`src/rtl/mc_ctrl_rv32i.sv`:
```
// Multicycle control FSM for an RV32I datapath: fetch/decode/exec/mem/wb sequencing,
// immediate-type select, datapath enables, and a bounded memory handshake with trap.
module mc_ctrl_rv32i #(
  parameter int MEM_TIMEOUT = 15,
  parameter int CNT_W       = 4
) (
  input  logic       clk,
  input  logic       rst_n,
  input  logic [6:0] opcode,
  input  logic       br_taken,
  input  logic       mem_ready,
  output logic       mem_req,
  output logic       mem_we,
  output logic       mem_addr_sel,
  output logic       ir_we,
  output logic       pc_we,
  output logic [1:0] pc_src,
  output logic [2:0] cu_immtype,
  output logic [1:0] alu_src_a,
  output logic       alu_src_b,
  output logic [1:0] alu_op,
  output logic       rf_we,
  output logic [1:0] wb_sel,
  output logic       illegal,
  output logic       bus_err,
  output logic [2:0] state
);

  typedef enum logic [2:0] {
    S_FETCH  = 3'd0,
    S_DECODE = 3'd1,
    S_EXEC   = 3'd2,
    S_MEM    = 3'd3,
    S_WB     = 3'd4,
    S_IDLE   = 3'd5,
    S_TRAP   = 3'd7
  } state_t;

  typedef enum logic [3:0] {
    C_R      = 4'd0,
    C_IALU   = 4'd1,
    C_LOAD   = 4'd2,
    C_STORE  = 4'd3,
    C_BRANCH = 4'd4,
    C_LUI    = 4'd5,
    C_AUIPC  = 4'd6,
    C_JAL    = 4'd7,
    C_JALR   = 4'd8,
    C_ILL    = 4'd9
  } cls_t;

  function automatic cls_t decode_class(input logic [6:0] opc);
    case (opc)
      7'b0110011: decode_class = C_R;
      7'b0010011: decode_class = C_IALU;
      7'b0000011: decode_class = C_LOAD;
      7'b0100011: decode_class = C_STORE;
      7'b1100011: decode_class = C_BRANCH;
      7'b0110111: decode_class = C_LUI;
      7'b0010111: decode_class = C_AUIPC;
      7'b1101111: decode_class = C_JAL;
      7'b1100111: decode_class = C_JALR;
      default:    decode_class = C_ILL;
    endcase
  endfunction

  function automatic logic [2:0] imm_of(input cls_t c);
    case (c)
      C_IALU, C_LOAD, C_JALR: imm_of = 3'b000;
      C_STORE:                imm_of = 3'b001;
      C_BRANCH:               imm_of = 3'b010;
      C_LUI, C_AUIPC:         imm_of = 3'b011;
      C_JAL:                  imm_of = 3'b100;
      default:                imm_of = 3'b000;
    endcase
  endfunction

  state_t           state_r, state_s;
  cls_t             cls_r;
  logic [CNT_W-1:0] cnt_r, cnt_s;
  logic             timeout_s;
  logic             in_mem_phase_s;

  assign state          = state_r;
  assign in_mem_phase_s = (state_r == S_FETCH) || (state_r == S_MEM);
  // Ready arriving in the timeout cycle takes priority, hence the !mem_ready term.
  assign timeout_s      = (MEM_TIMEOUT != 0) && (cnt_r == CNT_W'(MEM_TIMEOUT)) && !mem_ready;

  // State, class latch, wait counter and sticky error flags.
  always_ff @(posedge clk or negedge rst_n) begin
    if (!rst_n) begin
      state_r <= S_IDLE;
      cls_r   <= C_R;
      cnt_r   <= '0;
      illegal <= 1'b0;
      bus_err <= 1'b0;
    end else begin
      state_r <= state_s;
      cnt_r   <= cnt_s;
      if (state_r == S_DECODE) begin
        cls_r <= decode_class(opcode);
      end
      if ((state_r == S_DECODE) && (decode_class(opcode) == C_ILL)) begin
        illegal <= 1'b1;
      end
      if (in_mem_phase_s && timeout_s) begin
        bus_err <= 1'b1;
      end
    end
  end

  // Wait counter restarts on any state change or completed handshake.
  always_comb begin
    cnt_s = '0;
    if ((state_s != state_r) || mem_ready) begin
      cnt_s = '0;
    end else if (in_mem_phase_s) begin
      cnt_s = cnt_r + {{(CNT_W-1){1'b0}}, 1'b1};
    end else begin
      cnt_s = '0;
    end
  end

  // Next-state and enable decode.
  always_comb begin
    state_s      = state_r;
    mem_req      = 1'b0;
    mem_we       = 1'b0;
    mem_addr_sel = 1'b0;
    ir_we        = 1'b0;
    pc_we        = 1'b0;
    pc_src       = 2'd0;
    rf_we        = 1'b0;
    wb_sel       = 2'd0;
    case (state_r)
      S_IDLE: state_s = S_FETCH;
      S_FETCH: begin
        mem_req = 1'b1;
        if (mem_ready) begin
          ir_we   = 1'b1;
          pc_we   = 1'b1;
          state_s = S_DECODE;
        end else if (timeout_s) begin
          state_s = S_TRAP;
        end else begin
          state_s = S_FETCH;
        end
      end
      S_DECODE: begin
        if (decode_class(opcode) == C_ILL) begin
          state_s = S_TRAP;
        end else begin
          state_s = S_EXEC;
        end
      end
      S_EXEC: begin
        case (cls_r)
          C_BRANCH: begin
            if (br_taken) begin
              pc_we  = 1'b1;
              pc_src = 2'd1;
            end else begin
              pc_we  = 1'b0;
            end
            state_s = S_FETCH;
          end
          C_JAL: begin
            pc_we   = 1'b1;
            pc_src  = 2'd1;
            state_s = S_WB;
          end
          C_JALR: begin
            pc_we   = 1'b1;
            pc_src  = 2'd2;
            state_s = S_WB;
          end
          C_LOAD, C_STORE:              state_s = S_MEM;
          C_R, C_IALU, C_LUI, C_AUIPC:  state_s = S_WB;
          default:                      state_s = S_TRAP;
        endcase
      end
      S_MEM: begin
        mem_req      = 1'b1;
        mem_addr_sel = 1'b1;
        mem_we       = (cls_r == C_STORE);
        if (mem_ready) begin
          state_s = (cls_r == C_STORE) ? S_FETCH : S_WB;
        end else if (timeout_s) begin
          state_s = S_TRAP;
        end else begin
          state_s = S_MEM;
        end
      end
      S_WB: begin
        rf_we = 1'b1;
        case (cls_r)
          C_LOAD:        wb_sel = 2'd1;
          C_JAL, C_JALR: wb_sel = 2'd2;
          default:       wb_sel = 2'd0;
        endcase
        state_s = S_FETCH;
      end
      S_TRAP:  state_s = S_TRAP;
      default: state_s = S_TRAP;
    endcase
  end

  // Immediate type and ALU operand/op selects; held through MEM and WB.
  always_comb begin
    cu_immtype = 3'b000;
    alu_src_a  = 2'd0;
    alu_src_b  = 1'b0;
    alu_op     = 2'b00;
    case (state_r)
      S_DECODE: cu_immtype = imm_of(decode_class(opcode));
      S_EXEC, S_MEM, S_WB: begin
        cu_immtype = imm_of(cls_r);
        case (cls_r)
          C_R:    alu_op = 2'b10;
          C_IALU: begin
            alu_src_b = 1'b1;
            alu_op    = 2'b10;
          end
          C_LOAD, C_STORE, C_JALR: alu_src_b = 1'b1;
          C_LUI: begin
            alu_src_a = 2'd2;
            alu_src_b = 1'b1;
          end
          C_AUIPC: begin
            alu_src_a = 2'd1;
            alu_src_b = 1'b1;
          end
          C_BRANCH: alu_op = 2'b01;
          default:  alu_op = 2'b00;
        endcase
      end
      default: cu_immtype = 3'b000;
    endcase
  end

endmodule

```
`config.mk`:
```
export PLATFORM = sky130hd
export DESIGN_NAME = mc_ctrl_rv32i
export DESIGN_NICKNAME = d
export VERILOG_FILES = /design/src/rtl/mc_ctrl_rv32i.sv
export SDC_FILE = /design/constraint.sdc
export NUM_CORES = 1
export LEC_CHECK = 0
export CAP_MARGIN = 25
export CORE_UTILIZATION = 50
export CTS_CLUSTER_DIAMETER = 120
export DETAILED_ROUTE_END_ITERATION = 10
export GPL_TIMING_DRIVEN = 0
export HOLD_SLACK_MARGIN = 0.03
export PLACE_DENSITY = 0.83
export SYNTH_ARGS = -nofsm -noshare
export SYNTH_HDL_FRONTEND = slang
export SYNTH_SLANG_ARGS = --single-unit
```
`constraint.sdc`:
```
create_clock -name clk -period 5.8 [get_ports clk]
set_input_delay 0.87 -clock clk [delete_from_list [all_inputs] [get_ports clk]]
set_output_delay 0.87 -clock clk [all_outputs]
set_load 0.005 [all_outputs]
```
==> metrics.yaml <==
pwr:
  leakage_nw: 0.6789
  switching_share: 0.4360
  comb_power_share: 0.625
  switching_power_w: 0.0002357
  vdd_drop_max_v: 0.0002381
  p_per_area_nw_per_um2: 329.6
  p_clk_frac: 0.106
  power_frac_seq: 0.269
  cell_internal_pwr_w: 0.0003049
cts:
  cts_sinks: 13
  cts_buffers: 3
  cts_resized: 0
  cts_tree: "yes"
  clk_pin_slew_ns: 0.08
  cts_buffer_depth: 2
  cts.htree.levels: 1
  post_cts_buffers: 0
  clk_latency_ns: 0.28
  holdBufCountCts: 0
  root_buffer: "clkbuf_4"
place:
  port_buffers: 31
  post-place-ws_ns: 1.439
  dp_cells: 217
  dp_hpwl_mm: 2.427
  globalplace.congestion: 0.8067
global_routing:
  grt.overflow.total: 0
  grt_max_degree: 14
  grt.total_usage: 0.2489
  grt_pass1_vias: 1162
  antenna_found_initial: 0
  grt_pass1_wl_mm: 5.043
sta:
  fin_crit_sh: 0.7565
  setup_tns_ns: 0
  rsz0062_at_grt: "false"
  report.final.hold_viol_count: 0
  setup_viol: 0
  slew_violations: 0
  clock_skew_ns: 0.002964
  max_freq_ghz: 0.2279
  fin_crit_ns: 4.388
  tightest_slew_ns: 0.5919
  slew_headroom: 0.6027
  worst_slack_ns: 1.412
setup_path:
  start_kind: "primary input"
  cp-end-kind: "primary output"
  max_stage_delay_ns: 0.57
  critical_path.cell_chain: "clkdlybuf4s50_1, or4b_1, a21boi_1, o21ba_2, inv_1, ha_1, o21a_1, o32ai_2, clkdlybuf4s50_1"
  ff2ff_setup_slack_ns: 3.84
  cp.required_ns: 4.93
  path_max_fanout: 8
  path_common_cell: "clkdlybuf4s50_1"
  critPathTopFamily: "buffers and inverters"
  cp_slowest_cell: "or4b_1"
  critPathKind: "in -> out"
  crit_arrival_ns: 3.52
  cp_num_buf_inv: 3
cells_and_area:
  n_antenna_cell: 0
  drive_above_1_share: 0.09326
  fin_nets: 214
  fin_cells: 221
  area_growth_pct: 29.29
floorplanning:
  core-area_um2: 2297
  dieHeight_um: 52.37
  ioPinCount: 34
  die_w_um: 52.37
  floorplan.initialDensity: 0.5523
  rows: 17
  die-area_um2: 2743
logic_synthesis:
  ys.flop_type: "dfrtp_1"
  ys_seq_area_frac: 0.2584
  async_reset_ff_frac: 1.000
  avgSynthCellArea_um2: 8.030
  synth_edf_count: 0
  ys_ff_latch: 13
  syn_area_um2: 1269
  ys_warn_count: 0
  syn_inst: 158
  synth_fp_nets: 178
  yosysUniqueCellTypes: 55
drt:
  antenna_left: 0
  via_per_inst: 5.801
  num_vias: 1282
  dr.first_iter.drc_count: 31
  firstDrtPassIters: 4
  routed_wl_mm: 3.104
  drc: 0
  wire_per_inst_um: 14.05
job:
  drv_cap: 0
run_status:
  run_status: "complete, no violations"
worst_hold_path:
  hp-class: "reg -> reg"
layer usage:
layer	track usage	up-vias	part of all wire
li1	-	636	-
met1	0.2982	602	0.45
met2	0.4283	38	0.49
met3	0.04348	6	0.043
met4	0.1140	0	0.015
met5	0	-	0
metrics by stage:
step | hold slack, ns | area (um2) | total power (W) | utilization
detailed placement | 0.4445 | 1614 | 0.0004801 | 0.7026
global route | 0.4657 | 1640 | 0.0005854 | 0.7141
finish | 0.4655 | 1640 | 0.0005406 | 0.7141
global placement | 0.4381 | 1614 | 0.0004688 | 0.7026
floorplan | 0.4510 | 1269 | 0.0003578 | -
CTS | 0.4640 | 1640 | 0.0005379 | 0.7141
layout make-up:
type	instances	area, um2
multi-input combinational	128	859.6
clock buffer	4	26.28
timing repair buffer	31	310.3
fill	197	656.9
inverter	10	37.54
tap	28	35.03
sequential	13	327.8
buffer	7	43.79
worst paths after layout:
path	startpoint	cells after the start	endpoint
min in group asynchronous	rst_n	1	state[1]
hold / removal	bus_err	1	bus_err
max in group asynchronous	rst_n	1	cls_r[0]
hold reg to reg	bus_err	1	bus_err
setup reg to reg	cls_r[0]	6	state[2]
setup / recovery	opcode[3]	9	cu_immtype[0]
synth_stat cells (2+ instances only):
cell,number,area share
o21ai_0,7,0.028
and3_1,2,0.0099
clkbuf_1,3,0.0089
dfstp_2,2,0.041
nor2_1,18,0.053
nand2_1,16,0.047
nor2b_1,5,0.025
mux2_2,2,0.018
nor4_1,2,0.0099
nand2b_1,4,0.020
ha_1,9,0.089
xor2_1,2,0.014
nand3b_1,2,0.012
or2_2,2,0.0099
buf_6,2,0.018
dfrtp_1,11,0.22
and2_1,3,0.015
a21oi_1,6,0.024
nor3_1,7,0.028
buf_2,2,0.0079
nor3b_1,3,0.018
inv_1,10,0.030
a221o_1,2,0.016
nand3_1,3,0.012
o21a_1,2,0.012
a21o_1,2,0.012
flip-flops by register name, summed over array words and instances (netlist names):
| signal | count |
|---|---|
| bus_err | 1 |
| cls_r | 4 |
| cnt_r | 4 |
| illegal | 1 |
| state | 3 |
cells by family (layout without fill, tap and decap cells):
kind of cell             count (synthesis)  in the layout  synth area share
AND/OR/NAND/NOR                         74             74            0.3087
AO/OA/AOI/OAI                           38             38            0.2249
buffers and inverters                   17             52           0.06410
flip-flops                              13             13            0.2584
adder cells (fa/ha/maj)                  9              9           0.08876
multiplexers                             4              4           0.03452
XOR/XNOR                                 3              3           0.02071
cells in the final DEF, fill, tap and decap left out, drive strengths merged, types with 2 or more instances in the layout:
master,instances
nor2,18
dfstp,2
o21a,2
nand2,16
a21boi,2
a21oi,7
mux2,3
inv,10
and2,4
o32ai,2
nor3b,3
clkdlybuf4s50,31
nand3b,2
ha,9
buf,4
a221o,2
o21ai,8
a21o,2
nor2b,5
nor3,7
xor2,2
nand2b,5
dfrtp,11
or2,2
nand3,3
clkbuf,7
and3,2
nor4,2
power groups by stage:
stage / logic (W) / registers, W / clock network, W
6_report: 0.000338 / 0.000145 / 0.0000572
2_1_floorplan: 0.000217 / 0.000140 / 0
3_5_place_dp: 0.000334 / 0.000146 / 0
3_3_place_gp: 0.000324 / 0.000145 / 0
5_1_grt: 0.000375 / 0.000148 / 0.0000619
4_1_cts: 0.000335 / 0.000144 / 0.0000585
Power figures use the tool's default switching activity.
